--- src/rtl/analyzer_pkg.sv ---
// Shared definitions for the logic-analyzer trigger and capture path.
package analyzer_pkg;

    // Capture sequencer state encoding
    localparam logic [2:0] S_IDLE = 3'd0;
    localparam logic [2:0] S_PRE  = 3'd1;
    localparam logic [2:0] S_WAIT = 3'd2;
    localparam logic [2:0] S_POST = 3'd3;
    localparam logic [2:0] S_DONE = 3'd4;

    // Enabled-channel reduction mode
    localparam logic TRIG_MODE_AND = 1'b0;
    localparam logic TRIG_MODE_OR  = 1'b1;

    // Comparator operator codes used by the per-channel Basic_trigger stage
    typedef enum logic [2:0] {
        OP_EQ   = 3'd0,
        OP_NE   = 3'd1,
        OP_GT   = 3'd2,
        OP_LT   = 3'd3,
        OP_GE   = 3'd4,
        OP_LE   = 3'd5,
        OP_RISE = 3'd6,
        OP_FALL = 3'd7
    } trig_op_e;

endpackage

--- src/rtl/trigger_combine.sv ---
// Reduces per-channel trigger terms to a single hit using the enable mask
// and AND/OR mode. Purely combinational so it can be chained for
// multi-stage triggers.
module trigger_combine
    import analyzer_pkg::*;
#(
    parameter int NUM_TRIG = 8
) (
    input  logic [NUM_TRIG-1:0] trig_in,
    input  logic [NUM_TRIG-1:0] trig_en,
    input  logic                trig_mode,
    output logic                hit
);

    // No enabled channels means free-run: every sample is a hit.
    always_comb begin
        if (trig_en == '0) begin
            hit = 1'b1;
        end else if (trig_mode == TRIG_MODE_OR) begin
            hit = |(trig_in & trig_en);
        end else begin
            hit = &(trig_in | ~trig_en);
        end
    end

endmodule

--- src/rtl/trigger_capture_ctrl.sv ---
// Capture sequencer for the circular sample RAM: arm, pre-trigger fill,
// wait for trigger, post-trigger fill, done.
//
//   state  | meaning
//   -------+-----------------------------------------------------------
//   IDLE   | no capture, RAM write disabled, waiting for arm
//   PRE    | writing pre-trigger samples, trigger ignored
//   WAIT   | writing samples, each cycle may become the trigger sample
//   POST   | writing post-trigger samples
//   DONE   | capture complete, RAM holds DEPTH valid samples
module trigger_capture_ctrl
    import analyzer_pkg::*;
#(
    parameter int NUM_TRIG   = 8,
    parameter int ADDR_WIDTH = 10
) (
    input  logic                  clk,
    input  logic                  rst,
    input  logic [NUM_TRIG-1:0]   trig_in,
    input  logic [NUM_TRIG-1:0]   trig_en,
    input  logic                  trig_mode,
    input  logic [ADDR_WIDTH-1:0] pre_depth,
    input  logic                  arm,
    input  logic                  abort,
    output logic                  wr_en,
    output logic [ADDR_WIDTH-1:0] wr_addr,
    output logic [ADDR_WIDTH-1:0] trig_addr,
    output logic                  busy,
    output logic                  triggered,
    output logic                  done
);

    localparam logic [ADDR_WIDTH-1:0] ADDR_MAX = '1;
    localparam logic [ADDR_WIDTH-1:0] ADDR_ONE = ADDR_WIDTH'(1);

    logic [2:0]            state_q, state_d;
    logic [ADDR_WIDTH-1:0] wr_addr_q, wr_addr_d;
    logic [ADDR_WIDTH-1:0] trig_addr_q, trig_addr_d;
    logic [ADDR_WIDTH-1:0] cnt_q, cnt_d;
    logic [ADDR_WIDTH-1:0] post_len_q, post_len_d;
    logic                  triggered_q, triggered_d;

    logic                  hit;
    logic                  in_capture;
    logic [ADDR_WIDTH-1:0] pre_eff;
    logic [ADDR_WIDTH-1:0] post_len;

    trigger_combine #(
        .NUM_TRIG (NUM_TRIG)
    ) u_combine (
        .trig_in   (trig_in),
        .trig_en   (trig_en),
        .trig_mode (trig_mode),
        .hit       (hit)
    );

    // pre_depth is ADDR_WIDTH bits wide, so it can never exceed DEPTH-1 and
    // the clamp reduces to a pass-through; the ring always keeps the
    // trigger sample plus pre_eff before and post_len after it.
    assign pre_eff  = pre_depth;
    assign post_len = ADDR_MAX - pre_eff;

    assign in_capture = (state_q == S_PRE) || (state_q == S_WAIT) || (state_q == S_POST);

    // Next-state, counter and address logic; abort wins over hit and arm.
    always_comb begin
        state_d     = state_q;
        wr_addr_d   = wr_addr_q;
        trig_addr_d = trig_addr_q;
        cnt_d       = cnt_q;
        post_len_d  = post_len_q;
        triggered_d = triggered_q;

        if (in_capture && abort) begin
            state_d     = S_IDLE;
            triggered_d = 1'b0;
        end else begin
            case (state_q)
                S_IDLE, S_DONE: begin
                    if (arm) begin
                        wr_addr_d   = '0;
                        cnt_d       = pre_eff;
                        post_len_d  = post_len;
                        triggered_d = 1'b0;
                        state_d     = (pre_eff != '0) ? S_PRE : S_WAIT;
                    end
                end
                S_PRE: begin
                    wr_addr_d = wr_addr_q + ADDR_ONE;
                    if (cnt_q == ADDR_ONE) begin
                        state_d = S_WAIT;
                    end else begin
                        cnt_d = cnt_q - ADDR_ONE;
                    end
                end
                S_WAIT: begin
                    wr_addr_d = wr_addr_q + ADDR_ONE;
                    if (hit) begin
                        trig_addr_d = wr_addr_q;
                        triggered_d = 1'b1;
                        cnt_d       = post_len_q;
                        state_d     = (post_len_q == '0) ? S_DONE : S_POST;
                    end
                end
                S_POST: begin
                    wr_addr_d = wr_addr_q + ADDR_ONE;
                    if (cnt_q == ADDR_ONE) begin
                        state_d = S_DONE;
                    end else begin
                        cnt_d = cnt_q - ADDR_ONE;
                    end
                end
                default: begin
                    state_d = S_IDLE;
                end
            endcase
        end
    end

    // Registered state with synchronous reset overriding any capture.
    always_ff @(posedge clk) begin
        if (rst) begin
            state_q     <= S_IDLE;
            wr_addr_q   <= '0;
            trig_addr_q <= '0;
            cnt_q       <= '0;
            post_len_q  <= '0;
            triggered_q <= 1'b0;
        end else begin
            state_q     <= state_d;
            wr_addr_q   <= wr_addr_d;
            trig_addr_q <= trig_addr_d;
            cnt_q       <= cnt_d;
            post_len_q  <= post_len_d;
            triggered_q <= triggered_d;
        end
    end

    assign wr_en     = in_capture;
    assign busy      = in_capture;
    assign wr_addr   = wr_addr_q;
    assign trig_addr = trig_addr_q;
    assign triggered = triggered_q;
    assign done      = (state_q == S_DONE);

endmodule

--- config.mk ---
export PLATFORM = sky130hd
export DESIGN_NAME = trigger_capture_ctrl
export DESIGN_NICKNAME = d
export VERILOG_FILES = /design/src/rtl/analyzer_pkg.sv /design/src/rtl/trigger_combine.sv /design/src/rtl/trigger_capture_ctrl.sv
export SDC_FILE = /design/constraint.sdc
export NUM_CORES = 1
export LEC_CHECK = 0
export ABC_AREA = 1
export BUFFER_PORTS_ARGS = -buffer_cell sky130_fd_sc_hd__buf_2
export CAP_MARGIN = 0
export CORE_MARGIN = 1.5
export CORE_UTILIZATION = 54
export DETAILED_ROUTE_END_ITERATION = 12
export PLACE_DENSITY = 0.77
export SYNTH_ARGS = -nofsm -noshare
export SYNTH_HDL_FRONTEND = slang
export SYNTH_SLANG_ARGS = --single-unit
--- constraint.sdc ---
create_clock -name clk -period 1.7 [get_ports clk]
set_input_delay 0.17 -clock clk [delete_from_list [all_inputs] [get_ports clk]]
set_output_delay 0.17 -clock clk [all_outputs]
set_load 0.01 [all_outputs]
==> impl_results.md, run 1 <==
* Placer Congestion at 0.895
* Die width at 71.9 µm
* Largest net degree at the start of global routing at 21
* Post-Syn Instances at 373
* Core ar. at 4470 µm²
* Slew @ Worst Pin at 483 ps
* Fin cells at 485
* Post-route ant nets at 0
* Worst rel slew slack at 67.5%
* Share of layout cells above drive strength 1 at 25.4%
* Int Pwr at 2.58 mW
* Initial antenna violation count at 0
* Syn_area_per_cell at 6.88 µm²
* Final worst-path cycle share at 90.1%
* DR WL/cell at 13.2 µm
* Top_reg_cell synth: dfxtp_1
* Flop pwr share at 30.6%
* Worst Path Max Fanout at 15
* GRT Residual Overflow at 0
* Vias post-DR at 2620
* DRC at 0
* Final Power at 4.75 mW
* YS warnings at 0
* Post-CTS setup buffers at 0
* H-tree depth at 2
* Endpoint class of the critical path: flip-flop
* Net Sw Frac at 45.8%
* DIE HEIGHT at 71.9 µm
* Area delta synth->final at 17.6%
* Post-synth EDFFs at 0
* Clock power frac at 17.5%
* CTS tree: done
* Yosys cell types at 40
* Initial Util at 57.4%
* CP arrival at 1730 ps
* Final Hold Fails at 0
* TritonCTS Buffers at 5
* Status: completed
* Required @ worst endpoint at 1900 ps
* Comb power frac at 51.9%
* Post-CTS resize count at 0
* Tmin final at 1530 ps
* Final Util at 67.4%
* Clock Skews at 9.42 ps
* Root Driver: clkbuf_8
* Setup Viol. Count Final at 0
* Die area at 5170 µm²
* Place WS at 146 ps
* Register area share after synthesis at 34.3%
* Unrepaired setup endpoints after global routing: no
* Number of global-route vias before repair at 2382
* First-pass GRT wire length at 10.7 mm
* Max Root-Sink Buffers at 2
* Critical path startpoint category: flip-flop
* Leak at 1.42 nW
* Cell Area, Synth at 2570 µm²
* Commonest non-fill, non-tap cell in the layout: nand2_1
* Switch Pwr at 2.17 mW
* Insertion delay to the later sink of the worst-skew pair at 310 ps
* Fraction of registers with async set/reset at 0%
* Setup TNS at 0 ps
* Post-DP HPWL at 4.97 mm
* Boundary pin count at 55
* GRT Util Overall at 26.0%
* Antenna fix cells at 0
* Slew Viols, Final at 0
* Vias per inst at 5.40
* Final setup margin at 168 ps
* CTS sink cnt at 44
* Detailed Route WL at 6.39 mm
* Placed insts at 477
* CP Class: reg2reg
* Clock slew at reported path FFs at 90 ps
* PwrDens at 1580 nW/µm²
* Min-delay worst type: in2reg
* Standard-cell rows at 24
* Hold-fix buffers, CTS at 0
* 1st-pass router iterations at 6
* Syn Nets at 407
* Fin nets at 466
* I/O Buffers at 54
* Max VDD drop at 969 µV
* DR iter-0 viols at 201
* Fmax at 653 MHz
* Max-cap violations at 0
* Commonest cells after routing, fill and taps aside: nand2_1 (88), buf_2 (54), nor2_1 (46)
* Seq cells post-synth at 44
[worst max-delay path: stages (launching register included)]
cell      delay, ps
dfxtp_1         420
inv_2            90
nand2_4         110
inv_4            60
nand2_4          70
nand2_4          90
clkinv_4         90
o21ai_2          70
inv_4           160
nand2_2         120
nand2_1         100
a21oi_2          50
[registers in the layout (all words and copies together), names as in the netlist]
| name | cells |
|---|---|
| cnt_q | 10 |
| post_len_q | 10 |
| state_q | 3 |
| wr_addr | 10 |
| trig_addr | 10 |
| triggered | 1 |
[routing by layer]
metal	vias up	track usage (%)	part of all wire, %
met5	-	0	0
met4	0	6.29	1.2
met3	8	5.00	4.2
met2	66	42.8	48
met1	1191	35.4	47
li1	1355	-	-
[per-stage QoR]
stage / hold WS, ps / area, µm²
global route: 60.5 / 3020
finish: 60.6 / 3020
floorplan: 259 / 2570
CTS: 56.9 / 3010
global placement: 384 / 2890
detailed placement: 386 / 2890
[logic make-up (layout without fill, tap and decap cells)]
family,Yosys count,after routing,share of synthesized area (%)
xor gates and xnor gates,3,3,1.02
and+or+nand+nor,202,202,37.4
buffers and inverters,52,112,9.61
AOI/OAI and AO/OA,69,69,16.2
DFF,44,44,34.3
adders and majority gates,3,3,1.46
[cell type report]
type,instances,area (µm²)
Clock buffer,5,68.8
Clock inverter,3,46.3
Fill cell,409,1460
Inverter,39,156
Multi-Input combinational cell,277,1450
Sequential cell,44,881
Tap cell,52,65.1
Timing Repair Buffer,65,353
[power groups by stage]
stage / logic [mW] / clock network (mW) / registers [mW]
after CTS: 2.44 / 0.845 / 1.45
after detailed placement: 2.42 / 0 / 1.47
after floorplan: 1.95 / 0 / 1.44
final: 2.47 / 0.829 / 1.45
after global routing: 2.79 / 0.891 / 1.49
after global placement: 2.36 / 0 / 1.47
[path summary, 6_finish.rpt]
kind	slack, ps	start	depth (start not counted)	end
max	170	state_q[0]	11	cnt_q[8]
min	60	pre_depth[0]	2	post_len_q[0]
max reg2reg	170	state_q[0]	11	cnt_q[8]
min reg2reg	460	trig_addr[4]	2	trig_addr[4]
[cell usage after synthesis (2+ instances only)]
library cell	number	share of area [%]
nand2_1	89	13
dfxtp_1	44	34
o21ai_2	2	0.68
a21oi_2	6	2.0
a22oi_1	2	0.58
a21oi_1	35	6.8
clkbuf_1	5	0.73
o21bai_1	2	0.58
nor3_1	3	0.58
nand2_2	2	0.49
nand3_1	28	5.5
ha_1	3	1.5
nor2_1	46	6.7
inv_1	34	5.0
nand3_2	8	3.1
xor2_1	3	1.0
nor4_1	3	0.73
a31oi_1	2	0.49
nand4_1	12	2.9
inv_2	2	0.29
nand2_4	3	1.3
inv_4	2	0.49
nor3b_1	2	0.58
buf_2	2	0.39
a221oi_1	3	1.0
o21ai_0	12	2.3
buf_4	4	1.2
nor2_4	2	0.88
No activity file was read; power rests on OpenSTA's default activity.
==> run 2: changes to the inputs <==
--- a/config.mk
+++ b/config.mk
@@ -12,4 +12,5 @@
 export CORE_UTILIZATION = 54
 export DETAILED_ROUTE_END_ITERATION = 12
+export HOLD_SLACK_MARGIN = 0.15
 export PLACE_DENSITY = 0.77
 export SYNTH_ARGS = -nofsm -noshare
==> constraint.sdc (replaced) <==
create_clock -name clk -period 1.7 [get_ports clk]
set_input_delay 0.085 -clock clk [delete_from_list [all_inputs] [get_ports clk]]
set_output_delay 0.085 -clock clk [all_outputs]
set_load 0.01 [all_outputs]
==> run 2 against run 1 <==
First-iteration DRC count grew 8.5%. Via count rose by 2.6%. Non-clock buffer count increased by 11. Count of clock-buffer cells in the layout stayed put. Register-to-register slack about the same. Global-route usage rose by 0.32 points. Hold slack better by 100 ps. Clock power increased by 13%. Utilization grew 2.7 points. Sequential cell count did not move. Sequential power about the same. Critical path type unchanged. Largest power group unchanged. Highest routed layer unchanged.
==> impl_results.md, run 2 (same netlist as run 1, synthesis figures left out) <==
* Post-route ant nets at 0 (unchanged)
* Commonest non-fill, non-tap cell in the layout: nand2_1
* DR WL/cell at 13.2 µm (+0.22%)
* DIE HEIGHT at 71.9 µm (unchanged)
* Initial antenna violation count at 0 (unchanged)
* Clock slew at reported path FFs at 80 ps (about the same)
* Clock Skews at 5.73 ps (-3.69 ps)
* GRT Residual Overflow at 0 (unchanged)
* Die area at 5170 µm² (unchanged)
* Required @ worst endpoint at 1940 ps (+40 ps)
* Antenna fix cells at 0 (unchanged)
* Worst Path Max Fanout at 18 (+3)
* Setup TNS at 0 ps (unchanged)
* Placed insts at 477 (unchanged)
* CTS sink cnt at 44 (unchanged)
* Commonest cells after routing, fill and taps aside: nand2_1 (88), buf_2 (54), nor2_1 (46)
* Insertion delay to the later sink of the worst-skew pair at 300 ps (about the same)
* Max Root-Sink Buffers at 2 (unchanged)
* Slew Viols, Final at 0 (unchanged)
* Max-cap violations at 0 (unchanged)
* GRT Util Overall at 26.3% (+0.32 points)
* CP arrival at 1780 ps (+50 ps)
* Fin cells at 495 (+2.1%)
* Area delta synth->final at 22.2%
* Tmin final at 1550 ps (+13.5 ps)
* Status: completed
* Boundary pin count at 55 (unchanged)
* H-tree depth at 2 (unchanged)
* I/O Buffers at 54 (unchanged)
* TritonCTS Buffers at 5 (unchanged)
* Root Driver: clkbuf_8
* Initial Util at 57.4% (unchanged)
* Vias per inst at 5.43 (+0.52%)
* Largest net degree at the start of global routing at 21 (unchanged)
* Final Hold Fails at 0 (unchanged)
* 1st-pass router iterations at 5 (-1)
* Min-delay worst type: in2reg
* Leak at 1.47 nW (+3.7%)
* Critical path startpoint category: flip-flop
* Unrepaired setup endpoints after global routing: no
* Endpoint class of the critical path: flip-flop
* Setup Viol. Count Final at 0 (unchanged)
* Final setup margin at 155 ps (-13.5 ps)
* Fill count at 399 (-2.4%)
* Die width at 71.9 µm (unchanged)
* DR iter-0 viols at 218 (+8.5%)
* Post-CTS setup buffers at 0 (unchanged)
* PwrDens at 1550 nW/µm² (-1.5%)
* Fin nets at 477 (+2.4%)
* Standard-cell rows at 24 (unchanged)
* Core ar. at 4470 µm² (unchanged)
* Final Power at 4.87 mW (+2.4%)
* Placer Congestion at 0.944 (+5.5%)
* Final worst-path cycle share at 90.9% (+0.79 points)
* DRC at 0 (unchanged)
* First-pass GRT wire length at 10.9 mm (+1.9%)
* Place WS at 151 ps (+5.39 ps)
* Vias post-DR at 2688 (+2.6%)
* Worst rel slew slack at 71.0% (+3.5 points)
* CTS tree: done
* Post-DP HPWL at 4.98 mm (+0.15%)
* Detailed Route WL at 6.54 mm (+2.3%)
* Share of layout cells above drive strength 1 at 24.2% (-1.3 points)
* Slew @ Worst Pin at 431 ps (-52.3 ps)
* CP Class: reg2reg
* Fmax at 647 MHz (-0.87%)
* Max VDD drop at 891 µV (-8.1%)
* Number of global-route vias before repair at 2470 (+3.7%)
-- run 2: final cells by class --
| type | count | area [µm²] | area share [%] |
|---|---|---|---|
| Multi-Input combinational cell | 277 | 1440 | 46.0 |
| Sequential cell | 44 | 881 | 28.1 |
| Timing Repair Buffer | 76 | 463 | 14.8 |
| Inverter | 39 | 156 | 4.99 |
| Clock buffer | 5 | 68.8 | 2.19 |
| Tap cell | 52 | 65.1 | 2.08 |
| Clock inverter | 2 | 60.1 | 1.92 |
-- run 2: path summary, 6_finish.rpt --
kind,from,end,slack [ps],depth (start not counted)
worst max-delay path,state_q[2],cnt_q[7],150,7
worst min-delay path,arm,state_q[2],160,4
worst max register to register,state_q[2],cnt_q[7],150,7
worst min register to register,triggered,triggered,470,2
-- run 2: metrics by stage --
| stage | util [%] | hold slack [ps] | cell area, µm² |
|---|---|---|---|
| after floorplan | - | 174 | 2570 |
| after global placement | 64.7 | 298 | 2890 |
| after detailed placement | 64.7 | 303 | 2890 |
| after CTS | 70.0 | 153 | 3130 |
| after global routing | 70.1 | 159 | 3140 |
| final | 70.1 | 165 | 3140 |
-- run 2: per-layer routing --
metal	track usage [%]	part of all wire (%)	vias up
met5	0	0	-
met4	7.34	1.4	0
met3	5.42	4.6	12
met2	44.9	48	69
met1	33.9	46	1232
li1	-	-	1375
-- run 2: what timing repair did --
action                                 in CTS  in global routing
setup endpoints to repair                   0                  1
endpoints found under the hold margin      11                  0
resized for setup                           0                  1
hold buffers                               11                  0
-- run 2: worst max-delay path: stages, from the launching register on --
cell and delay, ps:
dfxtp_1 370, inv_1 130, nand2_2 80, nor2_4 210, nand3_4 260, nand2_2 210
nand2_1 90, a21oi_2 120
-- run 2: power breakdown --
group / switching, mW / total, mW / internal (mW)
Clock: 0.355 / 0.933 / 0.578
Sequential: 0.217 / 1.46 / 1.25
Combinational: 1.56 / 2.47 / 0.906
Total: 2.13 / 4.87 / 2.73
